--- config.mk ---
export PLATFORM = sky130hd
export DESIGN_NAME = arith_multdiv
export DESIGN_NICKNAME = d
export VERILOG_FILES = /design/src/rtl/arith_multdiv_pkg.sv /design/src/rtl/arith_multdiv_cond_negate.sv /design/src/rtl/arith_multdiv.sv
export SDC_FILE = /design/constraint.sdc
export NUM_CORES = 1
export LEC_CHECK = 0
export CORE_UTILIZATION = 55
export CTS_BUF_LIST = sky130_fd_sc_hd__clkbuf_4
export DETAILED_ROUTE_END_ITERATION = 6
export DONT_BUFFER_PORTS = 1
export PLACE_DENSITY = 0.7
export RECOVER_POWER = 50
export SLEW_MARGIN = 20
export SYNTH_ARGS = -nofsm -noshare
export SYNTH_HDL_FRONTEND = slang
export SYNTH_SLANG_ARGS = --single-unit
--- constraint.sdc ---
create_clock -name ctrl -period 6.3 [get_ports ctrl]
set_clock_uncertainty 0.1 [all_clocks]
set_input_delay 0.945 -clock ctrl [delete_from_list [all_inputs] [get_ports ctrl]]
set_output_delay 0.945 -clock ctrl [all_outputs]
set_load 0.01 [all_outputs]
--- src/rtl/arith_multdiv_pkg.sv ---
// Shared types for the iterative HI/LO multiply/divide unit: clock/reset
// bundle, operation and signedness selects, and the FSM state encoding.
package arith_multdiv_pkg;

  // Clock and active-low reset travel together as one control bundle.
  typedef struct packed {
    logic clock;
    logic reset;
  } Util_Control_T;

  typedef enum logic {
    Arith_MultDiv_Mult = 1'b0,
    Arith_MultDiv_Div  = 1'b1
  } Arith_MultDiv_T;

  typedef enum logic {
    Arith_SignedUnsigned_Signed   = 1'b0,
    Arith_SignedUnsigned_Unsigned = 1'b1
  } Arith_SignedUnsigned_T;

  typedef enum logic [1:0] {
    ST_IDLE = 2'd0,
    ST_RUN  = 2'd1,
    ST_FIX  = 2'd2
  } Arith_MultDiv_State_T;

  function automatic logic Util_Control_clock(input Util_Control_T c);
    return c.clock;
  endfunction

  function automatic logic Util_Control_reset(input Util_Control_T c);
    return c.reset;
  endfunction

endpackage

--- src/rtl/arith_multdiv_cond_negate.sv ---
// Conditional two's-complement negate: out = neg ? -in : in.
// Used for operand absolute values at load and for sign fixes of results.
module arith_cond_negate #(
  parameter int W = 32
) (
  input  logic [W-1:0] in_i,
  input  logic         neg_i,
  output logic [W-1:0] out_o
);

  // Invert-and-increment when negation is requested.
  always_comb begin
    out_o = in_i;
    if (neg_i) out_o = ~in_i + {{(W-1){1'b0}}, 1'b1};
  end

endmodule

--- src/rtl/arith_multdiv.sv ---
// Iterative multiply/divide for the HI/LO path. One operand bit per cycle,
// W+1 edges from accept to done. Optional divider is built only when the
// macro ARITH_MULTDIV_DIV_EN is defined; otherwise Div requests are ignored.
module arith_multdiv
  import arith_multdiv_pkg::*;
#(
  parameter int W = 32
) (
  input  Util_Control_T         ctrl,
  input  logic                  start,
  input  Arith_MultDiv_T        op,
  input  Arith_SignedUnsigned_T sign,
  input  logic [W-1:0]          a,
  input  logic [W-1:0]          b,
  output logic                  busy,
  output logic                  done,
  output logic [W-1:0]          hi,
  output logic [W-1:0]          lo,
  output logic                  div_zero
);

  localparam int              CW       = $clog2(W);
  localparam logic [CW-1:0]   CNT_LAST = CW'(W - 1);

  logic clk;
  logic rst_n;
  assign clk   = Util_Control_clock(ctrl);
  assign rst_n = Util_Control_reset(ctrl);

  Arith_MultDiv_State_T state_q, state_d;
  logic [CW-1:0]        cnt_q, cnt_d;
  logic [2*W-1:0]       acc_q, acc_d;     // mult: {partial, multiplier}; div: {remainder, dividend/quotient}
  logic [W-1:0]         opnd_q, opnd_d;   // mult: |multiplicand|; div: |divisor|
  logic                 negq_q, negq_d;
  logic [W-1:0]         hi_q, hi_d;
  logic [W-1:0]         lo_q, lo_d;
  logic                 done_q, done_d;

  // Operand magnitudes, only taken when the signed select is active.
  logic         is_signed;
  logic         a_neg;
  logic         b_neg;
  logic [W-1:0] a_abs;
  logic [W-1:0] b_abs;
  assign is_signed = (sign == Arith_SignedUnsigned_Signed);
  assign a_neg     = is_signed & a[W-1];
  assign b_neg     = is_signed & b[W-1];

  arith_cond_negate #(.W(W)) u_abs_a (.in_i(a), .neg_i(a_neg), .out_o(a_abs));
  arith_cond_negate #(.W(W)) u_abs_b (.in_i(b), .neg_i(b_neg), .out_o(b_abs));

  // Shift-add step: add multiplicand when the current multiplier LSB is set.
  logic [W:0]     mul_sum;
  logic [2*W-1:0] mul_step;
  assign mul_sum  = {1'b0, acc_q[2*W-1:W]} + {1'b0, (acc_q[0] ? opnd_q : {W{1'b0}})};
  assign mul_step = {mul_sum, acc_q[W-1:1]};

  // Sign fix of the full product.
  logic [2*W-1:0] prod_fix;
  arith_cond_negate #(.W(2*W)) u_fix_prod (.in_i(acc_q), .neg_i(negq_q), .out_o(prod_fix));

  logic accept;

`ifdef ARITH_MULTDIV_DIV_EN
  Arith_MultDiv_T op_q, op_d;
  logic           negr_q, negr_d;
  logic [W-1:0]   araw_q, araw_d;   // raw dividend, reported in HI on divide by zero
  logic           dz_q, dz_d;

  // Restoring step: the remainder stays below the divisor, so only the
  // shifted trial value needs the extra bit.
  logic [W:0]     rem_shift;
  logic [W+1:0]   div_diff;
  logic [2*W-1:0] div_step;
  logic           div_unused;
  assign rem_shift  = {acc_q[2*W-1:W], acc_q[W-1]};
  assign div_diff   = {1'b0, rem_shift} - {2'b00, opnd_q};
  assign div_unused = div_diff[W];
  assign div_step   = div_diff[W+1] ? {rem_shift[W-1:0], acc_q[W-2:0], 1'b0}
                                    : {div_diff[W-1:0],  acc_q[W-2:0], 1'b1};

  logic [W-1:0] quo_fix;
  logic [W-1:0] rem_fix;
  arith_cond_negate #(.W(W)) u_fix_quo (.in_i(acc_q[W-1:0]),   .neg_i(negq_q), .out_o(quo_fix));
  arith_cond_negate #(.W(W)) u_fix_rem (.in_i(acc_q[2*W-1:W]), .neg_i(negr_q), .out_o(rem_fix));

  assign accept   = start && (state_q == ST_IDLE);
  assign div_zero = dz_q;
`else
  assign accept   = start && (state_q == ST_IDLE) && (op == Arith_MultDiv_Mult);
  assign div_zero = 1'b0;
`endif

  // Next-state and datapath updates for IDLE/RUN/FIX.
  always_comb begin
    state_d = state_q;
    cnt_d   = cnt_q;
    acc_d   = acc_q;
    opnd_d  = opnd_q;
    negq_d  = negq_q;
    hi_d    = hi_q;
    lo_d    = lo_q;
    done_d  = 1'b0;
`ifdef ARITH_MULTDIV_DIV_EN
    op_d    = op_q;
    negr_d  = negr_q;
    araw_d  = araw_q;
    dz_d    = dz_q;
`endif
    case (state_q)
      ST_IDLE: begin
        if (accept) begin
          state_d = ST_RUN;
          cnt_d   = CNT_LAST;
          negq_d  = a_neg ^ b_neg;
          acc_d   = {{W{1'b0}}, b_abs};
          opnd_d  = a_abs;
`ifdef ARITH_MULTDIV_DIV_EN
          op_d    = op;
          negr_d  = a_neg;
          araw_d  = a;
          if (op == Arith_MultDiv_Div) begin
            acc_d  = {{W{1'b0}}, a_abs};
            opnd_d = b_abs;
          end
`endif
        end
      end
      ST_RUN: begin
        acc_d = mul_step;
`ifdef ARITH_MULTDIV_DIV_EN
        if (op_q == Arith_MultDiv_Div) acc_d = div_step;
`endif
        if (cnt_q == {CW{1'b0}}) state_d = ST_FIX;
        else                     cnt_d   = cnt_q - CW'(1);
      end
      ST_FIX: begin
        done_d  = 1'b1;
        state_d = ST_IDLE;
        {hi_d, lo_d} = prod_fix;
`ifdef ARITH_MULTDIV_DIV_EN
        dz_d = 1'b0;
        if (op_q == Arith_MultDiv_Div) begin
          if (opnd_q == {W{1'b0}}) begin
            lo_d = {W{1'b1}};
            hi_d = araw_q;
            dz_d = 1'b1;
          end else begin
            lo_d = quo_fix;
            hi_d = rem_fix;
          end
        end
`endif
      end
      default: state_d = ST_IDLE;
    endcase
  end

  // State and result registers; reset discards any in-flight operation.
  always_ff @(posedge clk or negedge rst_n) begin
    if (!rst_n) begin
      state_q <= ST_IDLE;
      cnt_q   <= {CW{1'b0}};
      acc_q   <= {(2*W){1'b0}};
      opnd_q  <= {W{1'b0}};
      negq_q  <= 1'b0;
      hi_q    <= {W{1'b0}};
      lo_q    <= {W{1'b0}};
      done_q  <= 1'b0;
    end else begin
      state_q <= state_d;
      cnt_q   <= cnt_d;
      acc_q   <= acc_d;
      opnd_q  <= opnd_d;
      negq_q  <= negq_d;
      hi_q    <= hi_d;
      lo_q    <= lo_d;
      done_q  <= done_d;
    end
  end

`ifdef ARITH_MULTDIV_DIV_EN
  // Divide-only registers.
  always_ff @(posedge clk or negedge rst_n) begin
    if (!rst_n) begin
      op_q   <= Arith_MultDiv_Mult;
      negr_q <= 1'b0;
      araw_q <= {W{1'b0}};
      dz_q   <= 1'b0;
    end else begin
      op_q   <= op_d;
      negr_q <= negr_d;
      araw_q <= araw_d;
      dz_q   <= dz_d;
    end
  end
`endif

  assign busy = (state_q != ST_IDLE);
  assign done = done_q;
  assign hi   = hi_q;
  assign lo   = lo_q;

endmodule

# --- After elaboration in Yosys (flattened, before gate mapping) ---
# Index checks and enable logic that the tools add are counted.
op_classes:
  n_addsub: 5
  eq_ne: 5
  muxes: 13
  bitwise: 8
  reduce_logical: 10
ops:
  columns: ["operator", "n"]
  rows:
  - ["$mux 64", 2]
  - ["$pmux 64 s2", 1]
  - ["$mux 32", 3]
  - ["$add 32x1->32 const B", 2]
  - ["$add 64x1->64 const B", 1]
  - ["$not 32->32", 2]
  - ["$not 64->64", 1]
  - ["$add 32x32->33", 1]
  - ["$mux 5", 2]
  - ["$pmux 5 s2", 1]
  - ["$ne 2x2->1 const B", 3]
  - ["$reduce_and 2->1", 3]
  - ["$logic_not 5->1", 1]
  - ["$sub 5x1->5 const B", 1]
  - ["$mux 2", 2]
  - ["$pmux 2 s2", 1]
  - ["$reduce_bool 2->1", 2]
  - ["$reduce_and 3->1", 1]
  - ["$and 1x1->1", 2]
  - ["$eq 2x1->1 const B", 1]
  - ["$eq 2x2->1 const B", 1]
  - ["$logic_and 1x1->1", 2]
  - ["$logic_not 2->1", 1]
  - ["$not 1->1", 2]
  - ["2 further kinds", 2]
totals:
  reg_bits: 169
  input_bits: 69
  out_inout_bits: 67
  word_cells: 49

# --- Logic depth before layout (Yosys ltp) ---
# Gate-level depths: netlist (run 1).
logic_depth:
  ltp_word: 5
  mapped_depth: 14
  ltp_nobuf: 12

# --- Cells and area by module ---
# From an unflattened synthesis (run 1), not the netlist that was laid out.
hier_totals:
  hier_cells: 1260
  hier_area_um2: 11721.2
modules_own_cells:
  columns: ["module", "instances", "cells_per_inst", "area_per_inst_um2", "seq_area_each_um2"]
  rows:
  - ["arith_multdiv", 1, 856, 8518.2, 4229.1]
  - ["arith_cond_negate (u_fix_prod)", 1, 206, 1649.1, 0.0]
  - ["arith_cond_negate (u_abs_a ...)", 2, 99, 777.0, 0.0]

# --- Worst setup path after synthesis (run 1) ---
# OpenSTA, ideal clock, no wires.
synth_path:
  path_type: "input to register"
  from: "in a[8]"
  to: "reg opnd_q[27]"
  setup_time_ns: 0.133
  arrival_time_ns: 2.999
  required_ns: 6.067
  slack_ns: 3.068
  stages: 7
  n_path_buf: 1
  path_cell_list: "or4_1 > or4b_2 > clkbuf_1 > nor4_1 > a21oi_1 > xnor2_1 > o21ai_0"
synth_via:
  elab_chain_cells: 3
synth_lines:
  columns: ["item", "line_no", "rtl"]
  rows:
  - ["start: declaration", "arith_multdiv.sv:13", "input logic [W-1:0] a,"]
  - ["$not 32->32", "arith_multdiv_cond_negate.sv:14", "if (neg_i) out_o = ~in_i + {{(W-1){1'b0}}, 1'b1};"]
  - ["$add 32x1->32", "arith_multdiv_cond_negate.sv:14", null]
  - ["$mux 32", "arith_multdiv_cond_negate.sv:14", null]
  - ["end signal: assignment", "arith_multdiv.sv:165", "opnd_q <= {W{1'b0}};"]
  - ["end signal: assignment", "arith_multdiv.sv:174", "opnd_q <= opnd_d;"]
  - ["end: declaration", "arith_multdiv.sv:33", "logic [W-1:0] opnd_q, opnd_d;"]
# Every way passes these cells.
# A chain may end at the register's enable or synchronous reset.

# --- Final worst setup path (run 1) ---
layout_path:
  from: "reg state_q[0]"
  to: "reg lo_q[15] (netlist: lo[15])"
layout_via:
  elab_chain_cells: 1
layout_lines:
  columns: ["item", "line_no", "rtl"]
  rows:
  - ["start: declaration", "arith_multdiv.sv:30", "Arith_MultDiv_State_T state_q, state_d;"]
  - ["start signal: assignment", "arith_multdiv.sv:171", "state_q <= state_d;"]
  - ["$eq 2x2->1", "arith_multdiv.sv:110", "case (state_q)"]
  - ["end signal: assignment", "arith_multdiv.sv:168", "lo_q <= {W{1'b0}};"]
  - ["end signal: assignment", "arith_multdiv.sv:177", "lo_q <= lo_d;"]
  - ["end: declaration", "arith_multdiv.sv:36", "logic [W-1:0] lo_q, lo_d;"]
# Every way passes these cells.

==> impl_metrics.tcl, run 1 <==
set metrics [dict create \
    grt_max_degree 130 \
    r2r_cells 4 \
    hold_class "clock port to asynchronous set/reset pin" \
    synth_top_area_share_pct 39.60 \
    slew_headroom_pct -63.43 \
    post_drt_via_cell_ratio 5.914 \
    place_area_um2 10830 \
    cp_max_fo 70 \
    critPathKind "register to register" \
    grt_pass1_vias 8587 \
    drv_slew 132 \
    nFillCells 1725 \
    rr_endpoint "lo[15]$_DFFE_PN0P_" \
    cp_top_family "buffers and inverters" \
    worst_hold_slack_ps 110.5 \
    crit_chain "nand2b_1 -> clkbuf_1 -> clkbuf_1 -> o21ai_0" \
    max_stage_delay_ps 1730 \
    ir_drop_uv 182.3 \
    drc 0 \
    port_buffers 0 \
    cts_tree "built" \
    synth_cells 1241 \
    avgSynthCellArea_um2 8.606 \
    placed_cells_incl_taps 1441 \
    fp-row-count 50 \
    synth_seq_area_share_pct 39.60 \
    worstMarginPinSlew_ps 2452 \
    reg2reg_slack_ps 1840 \
    rsz0062_at_grt "no" \
    antenna_found_initial 2 \
    gp_congestion 0.9513 \
    status "finished, violations left" \
    hpwl_um 18630 \
    cellLeakagePower_nw 4.780 \
    layout-drive-gt1-share_pct 5.632 \
    rr_startpoint "state_q[0]$_DFFE_PN0P_" \
    grt_use_met1_pct 38.85 \
    core-area_um2 18890 \
    cts_setup_buffers 0 \
    grt_usage_pct 27.65 \
    synthTopCellsByArea "dfrtp_1 40%, o21ai_0 9.5%, xor2_1 8.1%" \
    instances_no_fill 1506 \
    final_area_um2 11390 \
    path_common_cell "clkbuf_1" \
    p_per_area_nw_per_um2 506.5 \
    cts_hold_buffers 0 \
    die_y_um 141.4 \
    grtUsageMet2_pct 34.00 \
    synth-seq-cells 169 \
    synth.net_count 1348 \
    synth_warnings 0 \
    worstPathRequired_ps 6600 \
    clk_pin_slew_ps 140 \
    maxCapViolCount 2 \
    io_pins 136 \
    wirelength_um 25890 \
    clkLatencyLatePin_ps 600 \
    synth-async-reset-ratio_pct 100.0 \
    synth_edf_count 0 \
    cts_resized 0 \
    die_area_um2 19980 \
    final_nets 1325 \
    setup_violations 0 \
    ant_nets 0 \
    arrival_ps 4760 \
    fmax_ghz 0.2241 \
    yosysTopAreaCell "dfrtp_1" \
    grt.overflow.total 0 \
    syn2layout_area_growth_pct 6.666 \
    first_pass_iters 5 \
    grt_pass1_wl_um 42060 \
    die_w_um 141.4 \
    fin_crit_sh_pct 70.82 \
    min_period_ps 4462 \
    gr-usage-met3_pct 12.32 \
    critPathBufInv 2 \
    final_core_util_pct 60.30 \
    busiest_layer "met1" \
    wire_per_inst_um 17.19 \
    startpoint "state_q[0]$_DFFE_PN0P_" \
    synth_ff_type "dfrtp_1" \
    finalSetupTns_ps 0 \
    critPathLaunchType "register" \
    start_util_pct 56.53 \
    syn_area_um2 10680 \
    num_vias 8907 \
    ys_types 63 \
    finalHoldViolCount 0 \
    first_iter_violations 605 \
    endpoint_kind "register" \
    cp_slowest_cell "clkbuf_1" \
    violations "max-capacitance violations, max-slew violations" \
]
per-layer routing:
metal / routed length, um / part of all wire [%] / vias to the layer above
met5: 0 / 0 / -
met4: 454 / 1.8 / 0
met3: 2528 / 9.8 / 41
met2: 10410 / 40 / 362
met1: 12500 / 48 / 4126
li1: - / - / 4378
logic make-up (layout without fill, tap and decap cells):
| kind of cell | Yosys count | count (layout) | share of synthesized area, % |
|---|---|---|---|
| AOI/OAI and AO/OA | 397 | 397 | 22.08 |
| xor gates and xnor gates | 149 | 149 | 12.22 |
| adders and majority gates | 38 | 38 | 4.522 |
| buffers and inverters | 89 | 91 | 3.163 |
| DFF | 169 | 169 | 39.60 |
| muxes | 3 | 3 | 0.2812 |
| other | 1 | 4 | 0.03511 |
| and+or+nand+nor | 395 | 395 | 18.10 |
through the flow:
step                power [mW]  setup WS [ps]
global route             6.341           1223
detailed placement       4.325           2518
finish                   5.770           1838
global placement         4.248           2665
floorplan                3.735           3068
CTS                      5.896           2520
how the worst max path moves through the flow:
stage | cells past startpoint | endpoint
after floorplan | 7 | opnd_q[27]$_DFFE_PN0P_
after global placement | 12 | acc_q[53]$_DFFE_PN0P_
after detailed placement | 12 | acc_q[53]$_DFFE_PN0P_
after CTS | 12 | acc_q[53]$_DFFE_PN0P_
after global routing | 4 | lo[2]$_DFFE_PN0P_
final | 4 | lo[15]$_DFFE_PN0P_
area by class of cell:
class,instances,area [um2],area share (%)
well taps,260,325.3,2.856
clock buffers,35,198.9,1.746
inverters,23,86.33,0.7578
flip-flops and latches,169,4229,37.12
clock inverters,26,356.6,3.130
repair buffers,7,57.56,0.5052
diodes,3,7.507,0.06590
multi-input cells,983,6131,53.82
where the power goes:
| part | internal [mW] | switching [mW] | leakage, nW | total (mW) |
|---|---|---|---|---|
| clock | 0.511 | 0.942 | 0.272 | 1.45 |
| sequential | 1.33 | 0.697 | 2.08 | 2.03 |
| combinational | 0.970 | 1.32 | 2.43 | 2.29 |
| total | 2.81 | 2.96 | 4.78 | 5.77 |
flip-flops by register name (all words and copies together) (netlist names):
| register | flops |
|---|---|
| acc_q | 64 |
| hi | 32 |
| lo | 32 |
| opnd_q | 32 |
| cnt_q | 5 |
| state_q | 2 |
| done | 1 |
| negq_q | 1 |
layout by cell type, fill, tap and decap left out, types with 6 or more instances in the layout:
master	Yosys	final
a21o_1	15	15
a21oi_1	62	62
a22oi_1	31	31
and2_1	35	35
bufinv_16	0	6
clkbuf_1	62	19
clkbuf_4	0	18
dfrtp_1	169	169
ha_1	37	37
inv_1	23	23
inv_6	0	6
nand2_1	174	174
nand2b_1	12	11
nand3_1	21	21
nor2_1	54	53
nor2b_1	10	8
nor3_1	19	19
nor4_1	16	16
o21ai_0	203	203
o31ai_1	32	32
o41ai_1	12	12
or2_2	6	6
or3_1	13	13
or4_1	10	10
xnor2_1	50	50
xor2_1	99	99
synthesized netlist by cell type, drive strengths merged (3+ instances only):
cell and number:
or3 15, a21oi 62, a211oi 5, a21o 15, nand2 174, nor4 18
or2 6, or4 12, o31a 3, dfrtp 169, nor3 20, nand3 21
o21a 4, xor2 99, mux2i 3, a22oi 31, inv 23, buf 4
o21ai 206, o31ai 33, and3 5, nand4 6, xnor2 50, nand2b 12
nor2b 10, nor2 54, a31oi 4, o21bai 3, ha 37, and2 35
o211ai 4, clkbuf 62, o41ai 12
worst reg2reg max path, delay by kind of cell, from the launching register on:
family	cells	cell delay (ps)
flops	1	410
buf+inv	2	3310
simple gates	1	120
compound gates	1	330
(Power assumes the default switching activity.)
==> inputs of run 2 (changes only) <==
--- a/config.mk
+++ b/config.mk
@@ -9,7 +9,7 @@
 export CTS_BUF_LIST = sky130_fd_sc_hd__clkbuf_4
 export DETAILED_ROUTE_END_ITERATION = 6
 export DONT_BUFFER_PORTS = 1
-export PLACE_DENSITY = 0.7
+export PLACE_DENSITY = 0.73
 export RECOVER_POWER = 50
 export SLEW_MARGIN = 20
 export SYNTH_ARGS = -nofsm -noshare
==> constraint.sdc (replaced) <==
create_clock -name ctrl -period 3.6 [get_ports ctrl]
set_clock_uncertainty 0.1 [all_clocks]
set_input_delay 0.54 -clock ctrl [delete_from_list [all_inputs] [get_ports ctrl]]
set_output_delay 0.54 -clock ctrl [all_outputs]
set_load 0.01 [all_outputs]
==> impl_metrics.tcl, run 2 (same netlist as run 1, synthesis figures left out) <==
set metrics [dict create \
    first_iter_violations 783 \
    rsz0062_at_grt "no" \
    fin_crit_sh_pct 92.18 \
    final_nets 1347 \
    ant_nets 0 \
    critPathLaunchType "register" \
    final_cell_mix "203 x o21ai_0, 174 x nand2_1, 168 x dfrtp_1" \
    die_area_um2 19980 \
    largest_register_ff_count 64 \
    num_vias 9039 \
    core-area_um2 18890 \
    power_mw 10.48 \
    layout-drive-gt1-share_pct 6.625 \
    cts_hold_buffers 13 \
    reg2reg_slack_ps 280 \
    critPathBufInv 1 \
    cp_top_family "compound AO/OA/AOI/OAI gates" \
    critPathKind "register to register" \
    setup_violations 0 \
    status "finished, violations left" \
    ir_drop_uv 481.6 \
    slew_headroom_pct -9.006 \
    largest-register "acc_q" \
    instances_no_fill 1530 \
    worstPathRequired_ps 3970 \
    grt_max_degree 104 \
    finalSetupTns_ps 0 \
    start_util_pct 56.53 \
    hpwl_um 19410 \
    antenna_found_initial 2 \
    gp_congestion 0.9106 \
    rr_endpoint "acc_q[53]$_DFFE_PN0P_" \
    fmax_ghz 0.3013 \
    hold_class "primary input to register" \
    endpoint_kind "register" \
    clkLatencyLatePin_ps 610 \
    cellLeakagePower_nw 4.928 \
    cp_slowest_cell "fa_1" \
    clk_pin_slew_ps 160 \
    grt_pass1_vias 8865 \
    final_common_cell "o21ai_0" \
    die_w_um 141.4 \
    grt_pass1_wl_um 43960 \
    crit_chain "buf_4 -> nand2_1 -> fa_1 -> nor2b_1 -> o2111ai_1 -> a211oi_1 -> a211oi_1 -> o311a_1 -> o21ai_0 -> xnor2_1 -> o21ai_0" \
    violations "max-capacitance violations, max-slew violations" \
    io_pins 136 \
    rr_startpoint "acc_q[0]$_DFFE_PN0P_" \
    startpoint "acc_q[0]$_DFFE_PN0P_" \
    grt.overflow.total 0 \
    arrival_ps 3690 \
    drc 0 \
    cts_tree "built" \
    nFillCells 1711 \
    cp_max_fo 31 \
    r2r_cells 11 \
    drv_slew 104 \
    wirelength_um 27040 \
    endpoint "acc_q[53]$_DFFE_PN0P_" \
    min_period_ps 3319 \
    first_pass_iters 6 \
    dp_slack_ps 361.6 \
    port_buffers 0 \
    syn2layout_area_growth_pct 9.595 \
    cts_resized 0 \
    grt_usage_pct 28.78 \
    placed_cells_incl_taps 1450 \
    cts_setup_buffers 0 \
    wire_per_inst_um 17.68 \
    post_drt_via_cell_ratio 5.908 \
    max_stage_delay_ps 450 \
    die_y_um 141.4 \
    setup_ws_ps 281.4 \
    critical_path_depth 11 \
    maxCapViolCount 1 \
    worstMarginPinSlew_ps 1635 \
    holdPathStages 2 \
    finalHoldViolCount 0 \
    fp-row-count 50 \
    p_per_area_nw_per_um2 895.7 \
]
run 2: final cells by class:
| class | count | area (um2) | share of cell area [%] |
|---|---|---|---|
| inverters | 23 | 86.33 | 0.7376 |
| diodes | 2 | 5.005 | 0.04276 |
| repair buffers | 29 | 249.0 | 2.127 |
| clock inverters | 30 | 489.2 | 4.180 |
| well taps | 260 | 325.3 | 2.779 |
| multi-input cells | 983 | 6128 | 52.36 |
| flip-flops and latches | 169 | 4230 | 36.14 |
| clock buffers | 34 | 191.4 | 1.635 |
run 2: layer usage:
layer	share of wire, %	vias up	routed length, um	GRT usage (%)
li1	-	4407	-	-
met1	48	4263	12900	39.32
met2	42	319	11260	37.99
met3	8.2	50	2216	11.95
met4	2.4	0	658	16.19
met5	0	-	0	0
run 2: where the power goes:
| group | switching, mW | total, mW | internal [mW] |
|---|---|---|---|
| registers | 1.20 | 3.53 | 2.33 |
| clock network | 1.98 | 2.80 | 0.823 |
| logic | 2.41 | 4.16 | 1.75 |
run 2: stage by stage:
| stage | utilization, % | hold WS (ps) | area [um2] |
|---|---|---|---|
| final | 61.95 | 13.84 | 11710 |
| after floorplan | - | -395.6 | 10680 |
| after CTS | 62.26 | -467.1 | 11760 |
| after detailed placement | 57.63 | -395.6 | 10890 |
| after global routing | 61.95 | 9.640 | 11710 |
| after global placement | 57.63 | -395.6 | 10890 |
run 2: how the worst min path moves through the flow:
stage             from                     end  slack [ps]
6_report          sign   acc_q[31]$_DFFE_PN0P_          10
5_1_grt           a[2]   opnd_q[2]$_DFFE_PN0P_          10
4_1_cts        ctrl[0]  state_q[0]$_DFFE_PN0P_        -470
3_5_place_dp   ctrl[0]    acc_q[0]$_DFFE_PN0P_        -400
3_3_place_gp   ctrl[0]    acc_q[0]$_DFFE_PN0P_        -400
2_1_floorplan  ctrl[0]    acc_q[0]$_DFFE_PN0P_        -400
